**config.mk**
```make
export PLATFORM = sky130hd
export DESIGN_NAME = exec_arith_branch
export DESIGN_NICKNAME = d
export VERILOG_FILES = /design/src/rtl/exec_arith_branch.sv
export SDC_FILE = /design/constraint.sdc
export NUM_CORES = 1
export LEC_CHECK = 0
export CAP_MARGIN = 20
export CELL_PAD_IN_SITES_DETAIL_PLACEMENT = 1
export CELL_PAD_IN_SITES_GLOBAL_PLACEMENT = 1
export CORE_MARGIN = 5
export CORE_UTILIZATION = 40
export DETAILED_ROUTE_END_ITERATION = 8
export PLACE_DENSITY_LB_ADDON = 0.2
export SKIP_LAST_GASP = 1
export SYNTH_ARGS = -nofsm -noshare
export SYNTH_HDL_FRONTEND = slang
export SYNTH_SLANG_ARGS = --single-unit
```
**constraint.sdc**
```tcl
create_clock -name clk -period 11.9 [get_ports clk]
set_clock_uncertainty 0.15 [all_clocks]
set_input_delay 1.19 -clock clk [delete_from_list [all_inputs] [get_ports clk]]
set_output_delay 1.19 -clock clk [all_outputs]
set_load 0.05 [all_outputs]
```
**src/rtl/exec_arith_branch.sv**
```systemverilog
// Execute stage: add/sub with carry, optional abs, flag register, branch resolve.
// Optional abs-value unit is enabled by defining EXEC_ARITH_ABSX_EN.
module exec_arith_branch #(
   parameter int W_OPR = 32,
   parameter int ADDR  = 16,
   parameter int W_IMM = 16
) (
   input  logic             clk,
   input  logic             reset,
   input  logic             v_i,
   input  logic             stall_i,
   input  logic [1:0]       op_i,
   input  logic [1:0]       sel_i,
   input  logic [3:0]       cc_i,
   input  logic             immf_i,
   input  logic             sign_i,
   input  logic [W_IMM-1:0] imm_i,
   input  logic [W_OPR-1:0] opr0_i,
   input  logic [W_OPR-1:0] opr1_i,
   input  logic [ADDR-1:0]  pc_i,
   output logic             v_o,
   output logic [W_OPR-1:0] result_o,
   output logic [3:0]       flags_o,
   output logic             stall_o,
   output logic             branch_o,
   output logic [ADDR-1:0]  branch_addr_o
);

   localparam logic [1:0] OP_ADDX = 2'd0;
   localparam logic [1:0] OP_ABSX = 2'd1;
   localparam logic [1:0] OP_BR   = 2'd2;
   localparam int         M       = W_OPR - 1;

   logic [W_OPR-1:0] b_opr;
   logic             accept;
   logic             cin;
   logic [W_OPR:0]   wide;
   logic [W_OPR-1:0] add_res;
   logic             add_v;
   logic [W_OPR-1:0] nxt_res;
   logic [3:0]       nxt_flags;
   logic             upd_flags;
   logic             cond;
   logic             fv, fs, fz, fc;

   assign {fv, fs, fz, fc} = flags_o;
   assign stall_o = stall_i;
   assign accept  = v_i & (~stall_i | ~v_o);

   always_comb begin
      b_opr = opr1_i;
      if (immf_i) begin
         if (sign_i)
            b_opr = {{(W_OPR-W_IMM){imm_i[W_IMM-1]}}, imm_i};
         else
            b_opr = {{(W_OPR-W_IMM){1'b0}}, imm_i};
      end
   end

   // Subtract path yields the borrow directly in the top bit.
   assign cin = sel_i[0] & fc;
   always_comb begin
      if (sel_i[1])
         wide = {1'b0, opr0_i} - {1'b0, b_opr} - {{W_OPR{1'b0}}, cin};
      else
         wide = {1'b0, opr0_i} + {1'b0, b_opr} + {{W_OPR{1'b0}}, cin};
   end
   assign add_res = wide[W_OPR-1:0];
   assign add_v   = ((opr0_i[M] ^ b_opr[M]) == sel_i[1])
                  & (add_res[M] != opr0_i[M]);

`ifdef EXEC_ARITH_ABSX_EN
   logic [W_OPR-1:0] abs_res;
   assign abs_res = b_opr[M] ? (~b_opr + 1'b1) : b_opr;
`endif

   always_comb begin
      nxt_res   = '0;
      nxt_flags = flags_o;
      upd_flags = 1'b0;
      unique case (1'b1)
         (op_i == OP_ADDX): begin
            nxt_res   = add_res;
            nxt_flags = {add_v, add_res[M], add_res == '0, wide[W_OPR]};
            upd_flags = 1'b1;
         end
`ifdef EXEC_ARITH_ABSX_EN
         (op_i == OP_ABSX): begin
            nxt_res   = abs_res;
            nxt_flags = {abs_res[M], abs_res[M], b_opr == '0, 1'b0};
            upd_flags = 1'b1;
         end
`endif
         default: ;
      endcase
   end

   always_comb begin
      cond = 1'b0;
      case (cc_i)
         4'd0:  cond = 1'b1;
         4'd1:  cond = fz;
         4'd2:  cond = ~fz;
         4'd3:  cond = fc;
         4'd4:  cond = ~fc;
         4'd5:  cond = fs;
         4'd6:  cond = ~fs;
         4'd7:  cond = fv;
         4'd8:  cond = ~fv;
         4'd9:  cond = ~fc & ~fz;
         4'd10: cond = fc | fz;
         4'd11: cond = (fs == fv);
         4'd12: cond = (fs != fv);
         4'd13: cond = ~fz & (fs == fv);
         4'd14: cond = fz | (fs != fv);
         default: cond = 1'b0;
      endcase
   end

   assign branch_o      = ~reset & accept & (op_i == OP_BR) & cond;
   assign branch_addr_o = sel_i[0] ? pc_i + b_opr[ADDR-1:0]
                                   : b_opr[ADDR-1:0];

   always_ff @(posedge clk) begin
      if (reset) begin
         v_o      <= 1'b0;
         result_o <= '0;
         flags_o  <= '0;
      end else if (accept) begin
         v_o      <= 1'b1;
         result_o <= nxt_res;
         if (upd_flags)
            flags_o <= nxt_flags;
      end else if (!stall_i) begin
         v_o <= 1'b0;
      end
   end

endmodule

```
==> impl_metrics.py <==
metrics = {
    "grt": {
        "grt_pass1_vias": 7739,
        "number_of_antenna_violations_at_the_first_check_in_global_routing": 0,
        "overflow": 0,
        "grt_start_max_net_pins": 43,
        "overall_global_routing_resource_usage_pct": 21.37,
        "global_route_wire_length_before_repair_mm": 36.97,
    },
    "floorplanning": {
        "floorplan.initialDensity_pct": 41.00,
        "dieArea_mm2": 0.02056,
        "core.rowCount": 48,
        "ios": 165,
        "design.core.area_mm2": 0.01736,
        "dieWidth_um": 143.4,
        "dieHeight_um": 143.4,
    },
    "worst_setup_path": {
        "timing.critical_path.from_type": "input pin",
        "rr_endpoint": "flags_o[1]",
        "path_cells": "clkdlybuf4s50_1, buf_4, mux2_2, ha_1, inv_1, fa_1, nor2b_1, o21ai_0, a21boi_0, o21ai_0, a21boi_0, o21ai_0, a21boi_0, o221ai_1, a21oi_1, a21oi_1, xor2_1, a21oi_1, clkdlybuf4s50_1",
        "worst-path-max-fanout": 33,
        "slowest_delay_ns": 0.82,
        "timing.critical_path.from": "immf_i",
        "cp_top_family": "compound AO/OA/AOI/OAI gates",
        "critical_path.n_buffers_inverters": 4,
        "worstSetupEndpointType": "output pin",
        "critical_path_cell_count": 19,
        "crit_required_ns": 10.56,
        "critPathCapture": "branch_addr_o[14]",
        "worstReg2RegStart": "flags_o[0]",
        "ff2ff_setup_slack_ns": 7.22,
        "slowest_stage": "sky130_fd_sc_hd__clkdlybuf4s50_1",
        "r2r_cells": 16,
        "timing_worst_setup_path_type": "in -> out",
        "worstPathArrival_ns": 5.94,
    },
    "detailed_routing": {
        "met3_length_um": 827,
        "drt_first_pass_iters": 4,
        "ant_nets": 0,
        "wl_met2_mm": 11.58,
        "initialDrtViolationCount": 250,
        "top_layer": "met4",
        "via_count": 7683,
        "drc": 0,
        "viasPerCell": 5.588,
        "routedWlPerCell_um": 16.70,
        "wirelength_met1_mm": 10.20,
        "drt-total-wl_mm": 22.96,
    },
    "timing": {
        "final_period_minus_worst_setup_slack_ns": 7.279,
        "max_slew_margin_pct": 61.98,
        "fin_worst_hold_slack_ns": 0.3110,
        "rsz0062_at_grt": "no",
        "worst-slew-pin-transition_ns": 0.5632,
        "final-hold-violation-count": 0,
        "final.period_utilization_pct": 61.17,
        "timing_max_transition_violations_final": 0,
        "timing.final.setup_violations": 0,
        "setup_total_negative_slack_ns": 0,
        "maxClockFrequency_ghz": 0.1374,
    },
    "placed_design": {
        "post-dp-hpwl_mm": 19.30,
        "gpl.final_weighted_congestion": 0.9294,
        "io_buffer_count": 164,
    },
    "logic_synthesis": {
        "post_synth_instance_area_mm2": 0.007117,
        "yosysWarningCount": 0,
        "seq_area_frac_synth_pct": 10.41,
        "synthDominantAreaCellType": "sky130_fd_sc_hd__ha_1",
        "yosysUniqueCellTypes": 74,
        "synth.ff_latch_count": 37,
        "synthCells": 1002,
        "synthesis.area_per_instance_um2": 7.103,
        "postSynth.topFlopCell": "sky130_fd_sc_hd__dfxtp_1",
        "yosysTopAreaCellShare_pct": 18.99,
        "synthArstFlopShare_pct": 0,
        "synth.area.top_cells": "sky130_fd_sc_hd__ha_1 (19%), sky130_fd_sc_hd__dfxtp_1 (10%), sky130_fd_sc_hd__nor2_1 (7.1%), sky130_fd_sc_hd__inv_1 (6.0%), sky130_fd_sc_hd__xnor2_1 (5.9%)",
        "synth_nets": 1225,
        "count_of_flip_flops_with_a_built_in_enable_after_synthesis": 0,
    },
    "clock_tree": {
        "cts_tree": "yes",
        "cts.sinks": 37,
        "worstSkewPairLatency_ns": 0.28,
        "ctsHoldBuffers": 0,
        "clockBufferDepth": 2,
        "clk_transition_reported_paths_ns": 0.06,
        "clockRootBuffer": "sky130_fd_sc_hd__clkbuf_16",
        "cts-htree-levels": 2,
        "cts_resized": 0,
        "cts_inserted_buffers": 5,
        "post_cts.repair.setup_buffers": 0,
    },
    "power": {
        "pwr_density_cell_mw_per_mm2": 97.81,
        "power.ir.vdd_worst_mv": 0.05140,
        "power.static_leakage_uw": 0.003878,
    },
    "min_path": {
        "hold_crit_class": "reg -> reg",
    },
    "layout": {
        "finalNetCount": 1372,
        "layout_stage_area_growth_over_the_synthesis_result_pct": 28.22,
        "post_route_cells_drive_above_1_share_pct": 5.043,
        "antenna_cells": 0,
        "final_core_utilization_pct": 52.57,
    },
    "outcome": {
        "run_status": "finished, final reports clean",
    },
    "job": {
        "maxCapViolations": 0,
    },
}
==> metal layers <==
metal	up-vias	track usage, %
met2	148	39.87
met1	3676	26.60
met4	0	4.063
li1	3831	-
met3	28	2.296
met5	-	0
==> placed cells by master (no fill, tap or decap), types with 6 or more instances in the layout <==
| cell | Yosys | layout |
|---|---|---|
| sky130_fd_sc_hd__o21ai_0 | 61 | 61 |
| sky130_fd_sc_hd__xnor2_1 | 48 | 48 |
| sky130_fd_sc_hd__a21o_1 | 12 | 12 |
| sky130_fd_sc_hd__nand2_1 | 59 | 59 |
| sky130_fd_sc_hd__xor2_1 | 18 | 18 |
| sky130_fd_sc_hd__clkdlybuf4s50_1 | 0 | 164 |
| sky130_fd_sc_hd__or3_1 | 7 | 7 |
| sky130_fd_sc_hd__nor2b_1 | 15 | 15 |
| sky130_fd_sc_hd__o211ai_1 | 6 | 6 |
| sky130_fd_sc_hd__nor3_1 | 24 | 23 |
| sky130_fd_sc_hd__or2_2 | 6 | 6 |
| sky130_fd_sc_hd__o21a_1 | 8 | 8 |
| sky130_fd_sc_hd__dfxtp_1 | 37 | 37 |
| sky130_fd_sc_hd__nand2b_1 | 18 | 18 |
| sky130_fd_sc_hd__a31oi_1 | 16 | 16 |
| sky130_fd_sc_hd__inv_1 | 114 | 114 |
| sky130_fd_sc_hd__ha_1 | 108 | 108 |
| sky130_fd_sc_hd__o21bai_1 | 9 | 9 |
| sky130_fd_sc_hd__a211oi_1 | 11 | 11 |
| sky130_fd_sc_hd__nand4_1 | 6 | 6 |
| sky130_fd_sc_hd__o31ai_1 | 8 | 8 |
| sky130_fd_sc_hd__nand3_1 | 13 | 13 |
| sky130_fd_sc_hd__a21oi_1 | 69 | 69 |
| sky130_fd_sc_hd__a22oi_1 | 23 | 23 |
| sky130_fd_sc_hd__mux2_2 | 23 | 23 |
| sky130_fd_sc_hd__nor2_1 | 134 | 134 |
| sky130_fd_sc_hd__mux2i_1 | 14 | 14 |
| sky130_fd_sc_hd__nor4_1 | 6 | 6 |
| sky130_fd_sc_hd__buf_4 | 1 | 8 |
==> cells in the mapped netlist (9+ instances only) <==
library cell / n
sky130_fd_sc_hd__o21ai_0: 61
sky130_fd_sc_hd__dfxtp_1: 37
sky130_fd_sc_hd__xnor2_1: 48
sky130_fd_sc_hd__xor2_1: 18
sky130_fd_sc_hd__a21oi_1: 69
sky130_fd_sc_hd__nand2_1: 59
sky130_fd_sc_hd__clkbuf_1: 28
sky130_fd_sc_hd__o21bai_1: 9
sky130_fd_sc_hd__nor2_1: 134
sky130_fd_sc_hd__a22oi_1: 23
sky130_fd_sc_hd__inv_1: 114
sky130_fd_sc_hd__a211oi_1: 11
sky130_fd_sc_hd__a31oi_1: 16
sky130_fd_sc_hd__nand3_1: 13
sky130_fd_sc_hd__nor2b_1: 15
sky130_fd_sc_hd__mux2_2: 23
sky130_fd_sc_hd__a21o_1: 12
sky130_fd_sc_hd__nor3_1: 24
sky130_fd_sc_hd__nand2b_1: 18
sky130_fd_sc_hd__mux2i_1: 14
sky130_fd_sc_hd__ha_1: 108
==> worst min path at each step <==
stage,depth (start not counted),to,from
2_1_floorplan,2,result_o[31],result_o[31]
3_3_place_gp,2,result_o[31],result_o[31]
3_5_place_dp,2,result_o[31],result_o[31]
4_1_cts,2,result_o[31],result_o[31]
5_1_grt,2,result_o[31],result_o[31]
6_report,2,result_o[31],result_o[31]
==> tightest hold or removal path, delay by kind of cell, from the launching register on <==
kind / cells / cell delay, ns
AO/OA/AOI/OAI: 1 / 0.05
flip-flops: 1 / 0.31
AND/OR/NAND/NOR: 1 / 0.05
==> cell type report <==
| class | count | area [µm²] |
|---|---|---|
| fillers | 2277 | 8232 |
| repair buffers | 172 | 1702 |
| clock buffers | 5 | 125.1 |
| multi-input cells | 818 | 5822 |
| clock inverters | 3 | 22.52 |
| flip-flops and latches | 37 | 740.7 |
| well taps | 225 | 281.5 |
| inverters | 115 | 431.7 |
==> logic make-up after synthesis <==
logic type               synth area share (%)
AND/OR/NAND/NOR                         20.66
AO/OA/AOI/OAI                           26.95
buffers and inverters                   7.859
adder cells (fa/ha/maj)                 20.39
XOR/XNOR                                8.122
multiplexers                            5.608
flip-flops                              10.41
==> registers in the layout, summed over array words and instances, names as in the netlist <==
register  cells
flags_o       4
result_o     32
v_o           1
==> power by group <==
group	total, µW	internal, µW	switching, µW
clock network	132	77.9	53.7
logic	627	262	365
registers	134	130	4.68
==> through the flow <==
step / area (µm²) / power, µW / cells / worst slack [ns]
2_1_floorplan: 7117 / 580.8 / 1002 / 5.649
3_3_place_gp: 8977 / 751.3 / 1367 / 4.740
3_5_place_dp: 8977 / 761.5 / 1367 / 4.563
4_1_cts: 9125 / 895.7 / 1375 / 4.550
5_1_grt: 9125 / 962.5 / 1375 / 4.232
6_report: 9125 / 892.5 / 1375 / 4.621
(Power assumes the default switching activity.)
